File: src/rtl/adc_scan_avg.sv
// ---------------------------------------------------------------------------
// adc_scan_avg
//   Channel sequencer and averager placed downstream of adcinterface.
//   Steps the ADC channel select round-robin from FIRST_CHAN to LAST_CHAN,
//   drops the settling samples after every channel change, averages
//   2**LOG2_AVG samples per channel and keeps the latest average per
//   channel in an 8-entry table.
//
// Ports
//   clk         system clock (sole clock)
//   reset_n     synchronous reset, active low
//   enable      1 = scan runs, 0 = idle (partial average dropped)
//   ADC_CONVST  tap of adcinterface ADC_CONVST, synchronous to clk
//   result      12-bit conversion result from adcinterface
//   chan        channel select driven to adcinterface
//   avg_valid   one-cycle strobe: new average on avg_chan/avg_data
//   avg_chan    channel of avg_data (held between strobes)
//   avg_data    averaged result (held between strobes)
//   sweep_done  one-cycle strobe with the avg_valid of LAST_CHAN
//   rd_chan     table read address
//   rd_data     table[rd_chan], registered, one cycle latency
//
// Output handshake: avg_valid is a pure strobe with no ready/backpressure.
// The consumer must take avg_chan/avg_data in the single cycle avg_valid is
// high; the values stay stable afterwards until the next strobe.
// ---------------------------------------------------------------------------
module adc_scan_avg #(
    parameter int unsigned FIRST_CHAN = 0,
    parameter int unsigned LAST_CHAN  = 7,
    parameter int unsigned LOG2_AVG   = 2,
    parameter int unsigned DISCARD    = 1
) (
    input  logic        clk,
    input  logic        reset_n,
    input  logic        enable,
    input  logic        ADC_CONVST,
    input  logic [11:0] result,
    output logic [2:0]  chan,
    output logic        avg_valid,
    output logic [2:0]  avg_chan,
    output logic [11:0] avg_data,
    output logic        sweep_done,
    input  logic [2:0]  rd_chan,
    output logic [11:0] rd_data
);

    localparam int          ACC_W     = 12 + LOG2_AVG;
    localparam int          NSAMP     = 1 << LOG2_AVG;
    localparam logic [4:0]  SCNT_LAST = 5'(NSAMP - 1);
    localparam logic [2:0]  DISC_N    = 3'(DISCARD);
    localparam logic [2:0]  CH_FIRST  = 3'(FIRST_CHAN);
    localparam logic [2:0]  CH_LAST   = 3'(LAST_CHAN);

    typedef enum logic [1:0] {
        S_IDLE    = 2'd0,
        S_DISCARD = 2'd1,
        S_ACCUM   = 2'd2
    } state_t;

    state_t             state_q, state_d;
    logic               first_q, first_d;
    logic               conv_q, conv_d;
    logic [2:0]         dcnt_q, dcnt_d;
    logic [4:0]         scnt_q, scnt_d;
    logic [ACC_W-1:0]   acc_q, acc_d;
    logic [2:0]         chan_q, chan_d;
    logic               avg_valid_q, avg_valid_d;
    logic               sweep_done_q, sweep_done_d;
    logic [2:0]         avg_chan_q, avg_chan_d;
    logic [11:0]        avg_data_q, avg_data_d;
    logic [11:0]        rd_data_q, rd_data_d;
    logic [11:0]        tbl_q [8];
    logic [11:0]        tbl_d [8];

    logic               conv_edge;
    logic [ACC_W-1:0]   sum;
    logic [11:0]        avg;

    // Rising edge of ADC_CONVST marks the end of a frame; result then holds
    // the conversion of the frame that just ended.
    assign conv_edge = ADC_CONVST & ~conv_q;

    // acc holds at most NSAMP-1 samples, so adding the last one cannot
    // overflow ACC_W bits.
    assign sum = acc_q + ACC_W'(result);
    assign avg = 12'(sum >> LOG2_AVG);

    always_comb begin
        state_d      = state_q;
        first_d      = first_q;
        conv_d       = ADC_CONVST;
        dcnt_d       = dcnt_q;
        scnt_d       = scnt_q;
        acc_d        = acc_q;
        chan_d       = chan_q;
        avg_valid_d  = 1'b0;
        sweep_done_d = 1'b0;
        avg_chan_d   = avg_chan_q;
        avg_data_d   = avg_data_q;
        tbl_d        = tbl_q;
        // Reads the pre-write table, so a same-cycle write shows up one
        // cycle later.
        rd_data_d    = tbl_q[rd_chan];

        if (!enable) begin
            state_d = S_IDLE;
            chan_d  = CH_FIRST;
            first_d = 1'b0;
            dcnt_d  = '0;
            scnt_d  = '0;
            acc_d   = '0;
        end else begin
            case (state_q)
                S_IDLE: begin
                    // The frame in flight when the scan starts has unknown
                    // history, so its edge is always dropped (first_q).
                    state_d = (DISCARD == 0) ? S_ACCUM : S_DISCARD;
                    first_d = 1'b1;
                    chan_d  = CH_FIRST;
                    dcnt_d  = '0;
                    scnt_d  = '0;
                    acc_d   = '0;
                end
                S_DISCARD: begin
                    if (conv_edge) begin
                        if (first_q) begin
                            first_d = 1'b0;
                        end else if (dcnt_q + 3'd1 == DISC_N) begin
                            state_d = S_ACCUM;
                            dcnt_d  = '0;
                            scnt_d  = '0;
                            acc_d   = '0;
                        end else begin
                            dcnt_d = dcnt_q + 3'd1;
                        end
                    end
                end
                S_ACCUM: begin
                    if (conv_edge) begin
                        if (first_q) begin
                            first_d = 1'b0;
                        end else if (scnt_q == SCNT_LAST) begin
                            tbl_d[chan_q] = avg;
                            avg_valid_d   = 1'b1;
                            sweep_done_d  = (chan_q == CH_LAST);
                            avg_chan_d    = chan_q;
                            avg_data_d    = avg;
                            chan_d        = (chan_q == CH_LAST) ? CH_FIRST : chan_q + 3'd1;
                            acc_d         = '0;
                            scnt_d        = '0;
                            dcnt_d        = '0;
                            state_d       = (DISCARD == 0) ? S_ACCUM : S_DISCARD;
                        end else begin
                            acc_d  = sum;
                            scnt_d = scnt_q + 5'd1;
                        end
                    end
                end
                default: begin
                    state_d = S_IDLE;
                end
            endcase
        end
    end

    always_ff @(posedge clk) begin
        if (!reset_n) begin
            state_q      <= S_IDLE;
            first_q      <= 1'b0;
            conv_q       <= 1'b0;
            dcnt_q       <= '0;
            scnt_q       <= '0;
            acc_q        <= '0;
            chan_q       <= CH_FIRST;
            avg_valid_q  <= 1'b0;
            sweep_done_q <= 1'b0;
            avg_chan_q   <= '0;
            avg_data_q   <= '0;
            rd_data_q    <= '0;
            tbl_q        <= '{default: '0};
        end else begin
            state_q      <= state_d;
            first_q      <= first_d;
            conv_q       <= conv_d;
            dcnt_q       <= dcnt_d;
            scnt_q       <= scnt_d;
            acc_q        <= acc_d;
            chan_q       <= chan_d;
            avg_valid_q  <= avg_valid_d;
            sweep_done_q <= sweep_done_d;
            avg_chan_q   <= avg_chan_d;
            avg_data_q   <= avg_data_d;
            rd_data_q    <= rd_data_d;
            tbl_q        <= tbl_d;
        end
    end

    assign chan       = chan_q;
    assign avg_valid  = avg_valid_q;
    assign sweep_done = sweep_done_q;
    assign avg_chan   = avg_chan_q;
    assign avg_data   = avg_data_q;
    assign rd_data    = rd_data_q;

endmodule

File: config.mk
export PLATFORM = sky130hd
export DESIGN_NAME = adc_scan_avg
export DESIGN_NICKNAME = d
export VERILOG_FILES = /design/src/rtl/adc_scan_avg.sv
export SDC_FILE = /design/constraint.sdc
export NUM_CORES = 1
export LEC_CHECK = 0
export ABC_AREA = 1
export CAP_MARGIN = 20
export CELL_PAD_IN_SITES_DETAIL_PLACEMENT = 1
export CELL_PAD_IN_SITES_GLOBAL_PLACEMENT = 1
export CORE_MARGIN = 2
export CORE_UTILIZATION = 46
export CTS_CLUSTER_DIAMETER = 30
export DETAILED_ROUTE_END_ITERATION = 16
export PLACE_DENSITY = 0.86
export SLEW_MARGIN = 20
export SYNTH_ARGS = -nofsm -noshare
export SYNTH_HDL_FRONTEND = slang
export SYNTH_SLANG_ARGS = --single-unit
File: constraint.sdc
create_clock -name clk -period 6 [get_ports clk]
set_input_delay 1.8 -clock clk [delete_from_list [all_inputs] [get_ports clk]]
set_output_delay 1.8 -clock clk [all_outputs]
set_load 0.02 [all_outputs]
# Yosys cells after proc, flatten, opt, wreduce, memory -nomap -nowiden
# Cells that the tools add are included.
dict set report totals {
  in_bits 19
  rom_bits 0
  n_memories 0
  ramBits 0
  regBits 154
  latchBits 0
  elab_cells 106
  out_inout_bits 32
}
dict set report op_classes {
  div_mod_pow 0
  magnitude_cmp 3
  eq_ne 12
  addsub 4
  shifts 0
  mux 42
  multipliers 0
  bitwise_logic 10
  n_reduce_logical 15
}
# cell n
set op_table {}
lappend op_table {{$bwmux 96} 1}
lappend op_table {{$mux 14} 6}
lappend op_table {{$pmux 14 s3} 1}
lappend op_table {{$bmux 12 s3} 1}
lappend op_table {{$demux 12 s3} 1}
lappend op_table {{$mux 12} 3}
lappend op_table {{$mux 3} 10}
lappend op_table {{$mux 5} 6}
lappend op_table {{$reduce_and 6->1} 3}
lappend op_table {{$pmux 5 s3} 1}
lappend op_table {{$add 14x12->14} 1}
lappend op_table {{$mux 2} 6}
lappend op_table {{$ne 2x2->1 const B} 6}
lappend op_table {{$pmux 3 s3} 1}
lappend op_table {{$ge 4x4->1 const B} 2}
lappend op_table {{$not 3->4} 2}
lappend op_table {{$not 1->1} 7}
lappend op_table {{$add 3x1->3 const B} 2}
lappend op_table {{$pmux 2 s3} 1}
lappend op_table {{$pmux 3 s2} 1}
lappend op_table {{$reduce_or 6->1} 1}
lappend op_table {{$add 5x1->5 const B} 1}
lappend op_table {{$eq 5x2->1 const B} 1}
lappend op_table {{$reduce_and 5->1} 1}
lappend op_table {{other kinds (17)} 20}

# Longest topological paths before layout
# Gate-level depths: netlist of the first run.
dict set report depth {
  word_depth 6
  ltp_mapped 12
  mapped_depth_nobuf 12
}

# Worst setup path before layout of the first run
# OpenSTA, ideal clock, no wires.
dict set report synth_path {
  path_kind {input -> register}
  start {input result[0]}
  end {register tbl_q[14] (netlist name)}
  path_buffers 0
  required_ns 5.930
  setup_ns 0.070
  stages 9
  setup_slack_ns 2.652
  arrival_time_ns 3.278
  cell_sequence {ha_1 inv_1 fa_1 inv_1 nand3_1 nand3_2 xor2_1 o21ai_0 a21oi_1}
}
dict set report synth_between {
  elab_chain_cells 2
}
# element line
set synth_rtl {}
lappend synth_rtl {{start: declaration} 37} ;# input logic [11:0] result,
lappend synth_rtl {{$add 14x12->14} 85} ;# assign sum = acc_q + ACC_W'(result);
lappend synth_rtl {{$bwmux 96} 143} ;# tbl_d[chan_q] = avg;
lappend synth_rtl {{end signal: assignment} 194} ;# tbl_q <= tbl_d;
lappend synth_rtl {{end: declaration} 72} ;# logic [11:0] tbl_q [8];
# No other way between the ends.
# A chain may end at the register's enable or synchronous reset.

# Final worst setup path of the first run
dict set report layout_path {
  start {input result[0]}
  end {register tbl_q[26] (netlist name)}
}
# Same word-level chain as after synthesis.

==> results.py, run 1 <==
metrics = {
    "floorplanning": {
        "pin_count": 51,
        "fp.dieArea_um2": 17400,
        "start_util_pct": 47.1,
        "dieWidth_um": 132,
        "placementRows": 46,
        "die_h_um": 132,
        "core_um2": 15900,
    },
    "setup_path": {
        "ff2ff_path_depth": 9,
        "r2r_slack_ns": 3.51,
        "slowest_delay_ns": 0.65,
        "slowest_stage": "xor2_1",
        "crit_top_cell": "inv_1",
        "path_cells": "clkdlybuf4s50_1 -> ha_1 -> inv_1 -> fa_1 -> inv_1 -> nand3_1 -> nand3_2 -> xor2_1 -> o21ai_0 -> a21oi_1",
        "endpoint_kind": "flop",
        "crit_type": "input pin to flop",
        "start_kind": "input pin",
        "cp.required_ns": 6.35,
        "cp.arrival_ns": 4.21,
        "r2r-start": "state_q[0]",
        "cp_max_fo": 10,
        "cp-startpoint": "result[0]",
        "r2r_end": "tbl_q[91]",
    },
    "logic_synthesis": {
        "yosys_warnings": 0,
        "synth_xor_area_share_pct": 1.23,
        "syn_avg_cell_area_um2": 6.92,
        "synth_flop_cell": "dfxtp_1",
        "synthArstFlopShare_pct": 0,
        "ys_ff_latch": 154,
        "synth_simple_gate_area_share_pct": 23.0,
        "synth_compound_area_share_pct": 19.5,
        "ys_seq_area_share_pct": 41.1,
        "synth_edf_count": 0,
        "synth_top_family_by_area": "simple AND/OR/NAND/NOR gates",
        "synth_nets": 1125,
        "syn_area_um2": 7510,
        "synth_cell_type_count": 37,
        "synthAdderAreaFrac_pct": 3.77,
        "muxShareOfSynthArea_pct": 0,
        "syn_inst": 1084,
    },
    "global_routing": {
        "antenna_found_initial": 0,
        "grt.total_usage_pct": 27.8,
        "grt_first_pass_wirelength_um": 38000,
        "overflow": 0,
        "grt_max_degree": 77,
        "first_global_vias": 7334,
    },
    "drt": {
        "avgViaCountPerCell": 5.45,
        "wl_met2_um": 11400,
        "top_layer": "met4",
        "dr_wl_met3_um": 1160,
        "routed_wl_um": 23800,
        "drtAntennaViolNets": 0,
        "drt_pass1_iterations": 5,
        "drc": 0,
        "detail_route.wl_per_cell_um": 17.7,
        "drt-met1-wl_um": 10300,
        "drt_iter0_drc": 415,
        "vias": 7308,
    },
    "final_layout": {
        "fill_cells": 2109,
        "layout.cells.non_filler": 1340,
        "diodes": 0,
        "final_nets": 1156,
        "fin_util_pct": 54.0,
        "layout-drive-gt1-share_pct": 5.60,
        "stdcell_area_um2": 8610,
        "syn_to_final_growth_pct": 14.7,
    },
    "clock_network": {
        "cts.sinks": 154,
        "clk_latency_ns": 0.43,
        "cts_tree": "done",
        "h-tree-depth": 4,
        "path_clk_slew_ns": 0.06,
        "cts_buffer_depth": 2,
        "post_cts_buffers": 0,
        "cts_resized": 0,
        "clockRootBuffer": "clkbuf_16",
        "ctsHoldBuffers": 0,
        "cts_buffers": 17,
    },
    "worst_hold_path": {
        "hold_class": "flop to flop",
        "holdPathStages": 2,
        "hold_path_startpoint": "tbl_q[25]",
        "hold_path_end": "tbl_q[25]",
    },
    "placed_design": {
        "place_area_um2": 8100,
        "dp_hpwl_um": 15600,
        "place_inst": 1312,
        "io_buffers": 50,
        "globalplace.congestion": 0.827,
    },
    "sta": {
        "slew_headroom_pct": 30.8,
        "setup_viol": 0,
        "rsz0062_at_grt": "false",
        "slew_violations": 0,
        "hold_viol": 0,
        "clock_skew_ns": 0.00548,
        "tightestPinTransition_ns": 1.03,
        "period_share_pct": 64.4,
        "max_freq_mhz": 259,
        "fin_crit_ns": 3.86,
        "setup_tns_ns": 0,
    },
    "power": {
        "ir_drop_v": 0.000206,
        "p_leak_nw": 3.89,
        "powerDensity_nw_per_um2": 258,
        "totalPowerFinal_mw": 2.22,
    },
    "run": {
        "drv_cap": 0,
    },
    "status": {
        "status": "finished clean",
    },
}
-- per-stage QoR --
stage	setup WS [ns]	hold WS [ns]
floorplan	2.65	0.429
global placement	1.87	0.443
detailed placement	1.77	0.455
CTS	2.16	0.465
global route	1.95	0.484
finish	2.14	0.469
-- layer usage --
layer / global-route usage, % / vias up
met2: 47.8 / 189
li1: - / 3518
met1: 34.1 / 3537
met3: 4.92 / 64
met4: 12.7 / 0
met5: 0 / -
-- final cells by class --
cell class | count | area, um^2 | share of cell area (%)
Clock buffer | 25 | 485 | 5.64
Clock inverter | 3 | 17.5 | 0.204
Inverter | 174 | 653 | 7.59
Multi-Input combinational cell | 713 | 3560 | 41.4
Sequential cell | 154 | 3080 | 35.8
Tap cell | 216 | 270 | 3.14
Timing Repair Buffer | 55 | 533 | 6.19
-- cell families after synthesis --
kind of cell / count (synthesis)
buf+inv: 217
compound gates: 281
xor+xnor: 8
flops: 154
simple gates: 402
fa+ha+maj: 22
-- state kept, by name, indices dropped and copies added, names as in the netlist --
signal / flops
avg_data: 12
sweep_done: 1
chan: 3
rd_data: 12
conv_q: 1
acc_q: 14
dcnt_q: 3
tbl_q: 96
avg_valid: 1
scnt_q: 5
avg_chan: 3
state_q: 2
first_q: 1
-- worst max-delay path, delay by kind of cell --
family / cells / cell delay, ns
buf+inv: 3 / 0.61
simple gates: 2 / 0.19
fa+ha+maj: 2 / 0.55
compound gates: 2 / 0.40
xor+xnor: 1 / 0.65
-- cells in the final DEF (no fill, tap or decap), drive strengths merged --
cell	Yosys	routed
clkbuf	28	25
a31oi	7	7
nor3	4	4
and2	1	1
clkinvlp	0	1
a211oi	1	1
clkdlybuf4s50	0	49
fa	1	1
ha	21	21
a21oi	113	113
nand3	55	55
dfxtp	154	154
o22ai	10	10
o211ai	1	1
o21ai	148	148
inv	173	173
a21o	1	1
nor3b	1	1
nor2	178	178
clkinv	1	3
buf	15	6
xnor2	2	2
nand2	156	156
xor2	6	6
or2	1	1
nand4	6	6
-- where the power goes --
part / internal [mW] / switching (mW) / leakage [nW] / total, mW
sequential: 1.03 / 0.00679 / 1.24 / 1.04
combinational: 0.0675 / 0.157 / 2.40 / 0.224
clock: 0.550 / 0.406 / 0.245 / 0.956
total: 1.65 / 0.570 / 3.89 / 2.22
-- how the worst max path moves through the flow --
stage,end,slack [ns],cells past startpoint
after floorplan,tbl_q[14],2.65,9
after global placement,tbl_q[26],1.87,10
after detailed placement,tbl_q[14],1.77,10
after CTS,tbl_q[26],2.16,10
after global routing,tbl_q[26],1.95,10
final,tbl_q[26],2.14,10
-- synthesized netlist by cell type, types with 2 or more instances --
| cell | count | area share [%] |
|---|---|---|
| a21oi_1 | 111 | 7.4 |
| a21oi_4 | 2 | 0.43 |
| a31oi_1 | 7 | 0.58 |
| buf_1 | 3 | 0.15 |
| buf_2 | 6 | 0.40 |
| buf_4 | 2 | 0.20 |
| buf_6 | 4 | 0.60 |
| clkbuf_1 | 28 | 1.4 |
| dfxtp_1 | 154 | 41 |
| ha_1 | 21 | 3.5 |
| inv_1 | 171 | 8.6 |
| inv_2 | 2 | 0.10 |
| nand2_1 | 146 | 7.3 |
| nand2_2 | 9 | 0.75 |
| nand3_1 | 52 | 3.5 |
| nand3_2 | 2 | 0.27 |
| nand4_1 | 6 | 0.50 |
| nor2_1 | 165 | 8.3 |
| nor2_2 | 6 | 0.50 |
| nor2_4 | 7 | 1.1 |
| nor3_1 | 4 | 0.27 |
| o21ai_0 | 147 | 9.8 |
| o22ai_1 | 10 | 0.83 |
| xnor2_1 | 2 | 0.23 |
| xor2_1 | 3 | 0.35 |
| xor2_2 | 3 | 0.65 |
Power figures use the tool's default switching activity.
==> inputs of run 2 (changes only) <==
- CORE_UTILIZATION: 46 -> 43
- PLACE_DENSITY: 0.86 -> 0.81
- clock period: 6 -> 3.57 ns (I/O delays scaled with it)
==> run 2 against run 1 <==
Against the previous run: count of clock-buffer cells in the layout is the same; critical path type unchanged; routed wire length increased by 1.5%; clock power increased by 97%; global-route usage fell by 0.59 points; first-iteration DRC count up 2.2%; core utilization decreased by 2.3 points.
==> results.py, run 2 (synthesis results as in run 1) <==
metrics = {
    "status": {
        "status": "finished clean",
    },
    "drt": {
        "avgViaCountPerCell": 5.34,
        "vias": 7332,
        "drc": 0,
        "detail_route.wl_per_cell_um": 17.6,
        "drt_pass1_iterations": 4,
        "routed_wl_um": 24100,
        "drt_iter0_drc": 424,
        "drtAntennaViolNets": 0,
    },
    "global_routing": {
        "overflow": 0,
        "met2_usage_pct": 47.6,
        "grt.total_usage_pct": 27.3,
        "grt_first_pass_wirelength_um": 38400,
        "use_met3_pct": 5.15,
        "grt_util_met1_pct": 33.8,
        "grt_max_degree": 77,
        "grt-busiest-layer": "met2",
        "first_global_vias": 7427,
        "antenna_found_initial": 0,
    },
    "setup_path": {
        "ff2ff_path_depth": 8,
        "slowest_delay_ns": 0.46,
        "slowest_stage": "clkdlybuf4s50_1",
        "endpoint_kind": "flop",
        "cp_max_fo": 10,
        "path_cells": "clkdlybuf4s50_1 -> ha_1 -> inv_1 -> fa_1 -> inv_1 -> nand3_1 -> nand3_2 -> nand2_1 -> nand2_1 -> xor2_2 -> nand2_1 -> a21oi_1",
        "crit_type": "input pin to flop",
        "cp-startpoint": "result[0]",
        "r2r-start": "state_q[0]",
        "cp.required_ns": 3.93,
        "start_kind": "input pin",
        "cp.arrival_ns": 3.31,
        "crit_top_cell": "nand2_1",
    },
    "worst_hold_path": {
        "holdPathStages": 2,
        "hold_class": "flop to flop",
        "hold_path_startpoint": "tbl_q[25]",
    },
    "power": {
        "power_switching_mw": 1.00,
        "power_frac_seq_pct": 43.5,
        "switching_share_pct": 24.9,
        "intPower_mw": 3.02,
        "ir_drop_v": 0.000337,
        "powerDensity_nw_per_um2": 453,
        "totalPowerFinal_mw": 4.02,
        "p_leak_nw": 4.04,
        "pwr-share-clk_pct": 46.7,
        "comb_power_share_pct": 9.8,
    },
    "floorplanning": {
        "start_util_pct": 43.7,
        "core_um2": 17200,
        "placementRows": 48,
        "die_h_um": 136,
        "dieWidth_um": 136,
        "fp.dieArea_um2": 18500,
        "pin_count": 51,
    },
    "placed_design": {
        "globalplace.congestion": 0.846,
        "io_buffers": 50,
        "dpl_worst_slack_ns": 0.208,
        "dp_hpwl_um": 16000,
        "place_inst": 1340,
        "place_area_um2": 8280,
    },
    "sta": {
        "slew_headroom_pct": 49.4,
        "tightestPinTransition_ns": 0.759,
        "clock_skew_ns": 0.00996,
        "setup_ws_ns": 0.627,
        "setup_tns_ns": 0,
        "setup_viol": 0,
        "slew_violations": 0,
        "hold_viol": 0,
        "max_freq_mhz": 340,
        "fin_crit_ns": 2.94,
        "period_share_pct": 82.4,
        "rsz0062_at_grt": "false",
    },
    "clock_network": {
        "cts_tree": "done",
        "cts_buffer_depth": 2,
        "h-tree-depth": 4,
        "cts.sinks": 154,
        "cts_resized": 0,
        "post_cts_buffers": 0,
        "path_clk_slew_ns": 0.06,
        "clockRootBuffer": "clkbuf_16",
        "cts_buffers": 17,
        "clk_latency_ns": 0.43,
        "ctsHoldBuffers": 0,
    },
    "final_layout": {
        "layout_common_cells": "inv_1 (171), nor2_1 (165), dfxtp_1 (154), o21ai_0 (147), nand2_1 (146)",
        "layout-drive-gt1-share_pct": 7.50,
        "regMostFlops": "tbl_q",
        "top_regs": "tbl_q: 96 flops, acc_q: 14 flops",
        "final_common_cell": "inv_1",
        "layout.cells.non_filler": 1372,
        "final_nets": 1175,
        "diodes": 0,
        "syn_to_final_growth_pct": 18.3,
        "largest_reg_flops": 96,
        "stdcell_area_um2": 8880,
    },
    "run": {
        "drv_cap": 0,
    },
}
run 2: cell types whose count changed in the layout (fill, tap and decap cells not counted), sizes merged:
| cell | previous run | this run |
|---|---|---|
| buf | 6 | 25 |
| bufinv | 0 | 3 |
| clkinv | 3 | 5 |
| clkinvlp | 1 | 0 |
run 2: area by class of cell:
class                   instances  area (um^2)
multi-input cells             713         3560
flip-flops and latches        154         3080
well taps                     225          282
clock buffers                  25          485
inverters                     174          653
clock inverters                 7          114
fillers                      2294         8300
repair buffers                 74          701
run 2: per-stage QoR:
step	hold slack, ns	utilization [%]
finish	0.455	51.7
global route	0.472	51.7
floorplan	0.429	-
detailed placement	0.453	48.2
CTS	0.462	51.7
global placement	0.441	48.2
run 2: critical path, delay by kind of cell:
kind / cells / cell delay (ns)
adders and majority gates: 2 / 0.55
AOI/OAI and AO/OA: 1 / 0.14
and+or+nand+nor: 5 / 0.48
xor gates and xnor gates: 1 / 0.46
buffers and inverters: 3 / 0.60
run 2: per-layer routing:
metal / part of all wire (%) / wire, um
met2: 50 / 12100
met4: 1.5 / 367
met1: 44 / 10700
met3: 4.3 / 1050
met5: 0 / 0
run 2: path summary, 6_finish.rpt:
check | slack, ns | end
setup / recovery | 0.63 | acc_q[6]
hold / removal | 0.45 | tbl_q[25]
setup reg to reg | 1.30 | acc_q[10]
hold reg to reg | 0.45 | tbl_q[25]
run 2: power by group through the flow:
stage                     clock [mW]  combinational (mW)  sequential [mW]
after CTS                       1.89               0.394             1.75
after detailed placement           0               0.389             1.79
final                           1.88               0.393             1.75
after global routing            1.96               0.438             1.75
after floorplan                    0               0.234             1.80
after global placement             0               0.385             1.79
==> inputs of run 3 (changes only) <==
- clock period: 3.57 -> 2.9 ns (I/O delays scaled with it)
==> run 3 against run 2 <==
Against the previous run: sequential power rose by 23%; cell count increased by 3.2%; sequential cell count is the same; core utilization increased by 3.1 points; via count is 3.5% higher; power increased by 27%; combinational power increased by 38%; hold slack better by 0.0052 ns; sequential share of layout area is 2.0 points lower; highest routed layer is now met5.
==> results.py, run 3 (synthesis results as in run 1) <==
metrics = {
    "floorplanning": {
        "fp.dieArea_um2": 18500,
        "start_util_pct": 43.7,
        "core_um2": 17200,
        "placementRows": 48,
        "dieWidth_um": 136,
        "pin_count": 51,
        "die_h_um": 136,
    },
    "worst_hold_path": {
        "hold_class": "flop to flop",
        "hold_path_startpoint": "tbl_q[25]",
    },
    "clock_network": {
        "h-tree-depth": 4,
        "clockRootBuffer": "clkbuf_16",
        "cts_tree": "done",
        "cts_resized": 0,
        "cts_buffer_depth": 2,
        "cts_buffers": 17,
        "cts.sinks": 154,
        "clk_latency_ns": 0.43,
        "ctsHoldBuffers": 0,
        "post_cts_buffers": 0,
        "path_clk_slew_ns": 0.07,
    },
    "setup_path": {
        "cpLargestDelayFamily": "buffers and inverters",
        "crit_type": "input pin to flop",
        "cp-startpoint": "result[0]",
        "cp.required_ns": 3.26,
        "cp.arrival_ns": 2.97,
        "path_cells": "clkdlybuf4s50_1 -> ha_1 -> inv_1 -> fa_1 -> inv_1 -> nand3_1 -> nand3_2 -> xor2_1 -> buf_4 -> o21ai_0 -> a21oi_1",
        "cp_num_buf_inv": 4,
        "cp_max_fo": 8,
        "slowest_stage": "clkdlybuf4s50_1",
        "r2r-start": "state_q[0]",
        "slowest_delay_ns": 0.46,
        "endpoint_kind": "flop",
        "start_kind": "input pin",
        "crit_top_cell": "inv_1",
    },
    "placed_design": {
        "dp_hpwl_um": 17400,
        "io_buffers": 50,
        "globalplace.congestion": 0.835,
        "place_area_um2": 8790,
    },
    "final_layout": {
        "diodes": 0,
        "stdcell_area_um2": 9420,
        "final_common_cell": "inv_1",
        "largest_reg_flops": 96,
        "syn_to_final_growth_pct": 25.4,
        "fill_cells": 2226,
        "top_regs": "tbl_q: 96 flops, acc_q: 14 flops",
        "layout_common_cells": "inv_1 (171), nor2_1 (165), dfxtp_1 (154), o21ai_0 (147), nand2_1 (146)",
        "final_nets": 1219,
        "multi_input_area_um2": 3560,
        "ff_latch_area_um2": 3080,
        "regMostFlops": "tbl_q",
        "layout-drive-gt1-share_pct": 11.2,
    },
    "drt": {
        "avgViaCountPerCell": 5.36,
        "drt_pass1_iterations": 4,
        "detail_route.wl_per_cell_um": 18.0,
        "drt_iter0_drc": 402,
        "vias": 7591,
        "drtAntennaViolNets": 0,
        "drc": 0,
        "routed_wl_um": 25500,
    },
    "power": {
        "pwr-share-clk_pct": 47.1,
        "intPower_mw": 3.83,
        "switching_share_pct": 24.9,
        "comb_power_share_pct": 10.6,
        "totalPowerFinal_mw": 5.10,
        "powerDensity_nw_per_um2": 542,
        "p_leak_nw": 4.33,
        "power_switching_mw": 1.27,
        "power_frac_seq_pct": 42.2,
        "ir_drop_v": 0.000421,
    },
    "global_routing": {
        "first_global_vias": 7854,
        "antenna_found_initial": 1,
        "grt_max_degree": 68,
        "grt_first_pass_wirelength_um": 40900,
        "grt.total_usage_pct": 28.7,
        "overflow": 0,
    },
    "sta": {
        "slew_violations": 0,
        "rsz0062_at_grt": "false",
        "max_freq_mhz": 383,
        "setup_viol": 0,
        "period_share_pct": 90.0,
        "fin_crit_ns": 2.61,
        "whs_ns": 0.460,
        "tightestPinTransition_ns": 0.422,
        "slew_headroom_pct": 71.8,
        "clock_skew_ns": 0.0135,
        "hold_viol": 0,
    },
    "status": {
        "status": "finished clean",
    },
    "run": {
        "drv_cap": 0,
    },
}
==> run 3: worst paths after layout <==
kind	to	slack [ns]	cells after the start
min reg2reg	tbl_q[25]	0.46	2
max reg2reg	tbl_q[55]	0.84	9
min	tbl_q[25]	0.46	2
max	tbl_q[26]	0.29	11
==> run 3: layer usage <==
metal	vias to the layer above	part of all wire, %	GRT usage [%]
met5	-	0.047	0
met3	55	4.4	4.62
met4	2	2.8	11.0
met2	201	49	50.2
met1	3684	43	35.4
li1	3649	-	-
==> run 3: layout make-up <==
class,instances,share of cell area [%]
multi-input cells,713,37.8
flip-flops and latches,154,32.7
repair buffers,118,12.8
inverters,174,6.94
clock buffers,21,4.89
well taps,225,2.99
clock inverters,11,1.78
==> run 3: power by group through the flow <==
stage	Combinational [mW]	Sequential, mW	Clock (mW)
final	0.543	2.15	2.40
after global routing	0.596	2.16	2.52
after CTS	0.543	2.15	2.43
after detailed placement	0.537	2.20	0
after global placement	0.525	2.20	0
after floorplan	0.288	2.21	0
==> run 3: stage by stage <==
stage	instances	setup WS, ns	utilization (%)	TNS, ns
global placement	1384	-0.0489	51.2	-0.550
CTS	1416	0.284	54.8	0
detailed placement	1384	-0.138	51.2	-3.64
floorplan	1084	0.482	-	0
finish	1416	0.289	54.8	0
global route	1416	0.0908	54.8	0
==> run 3: worst reg2reg max path, delay by kind of cell (launching register included) <==
family / cells / cell delay, ns
fa+ha+maj: 1 / 0.28
simple gates: 5 / 0.89
buf+inv: 2 / 0.15
compound gates: 1 / 0.28
flops: 1 / 0.35
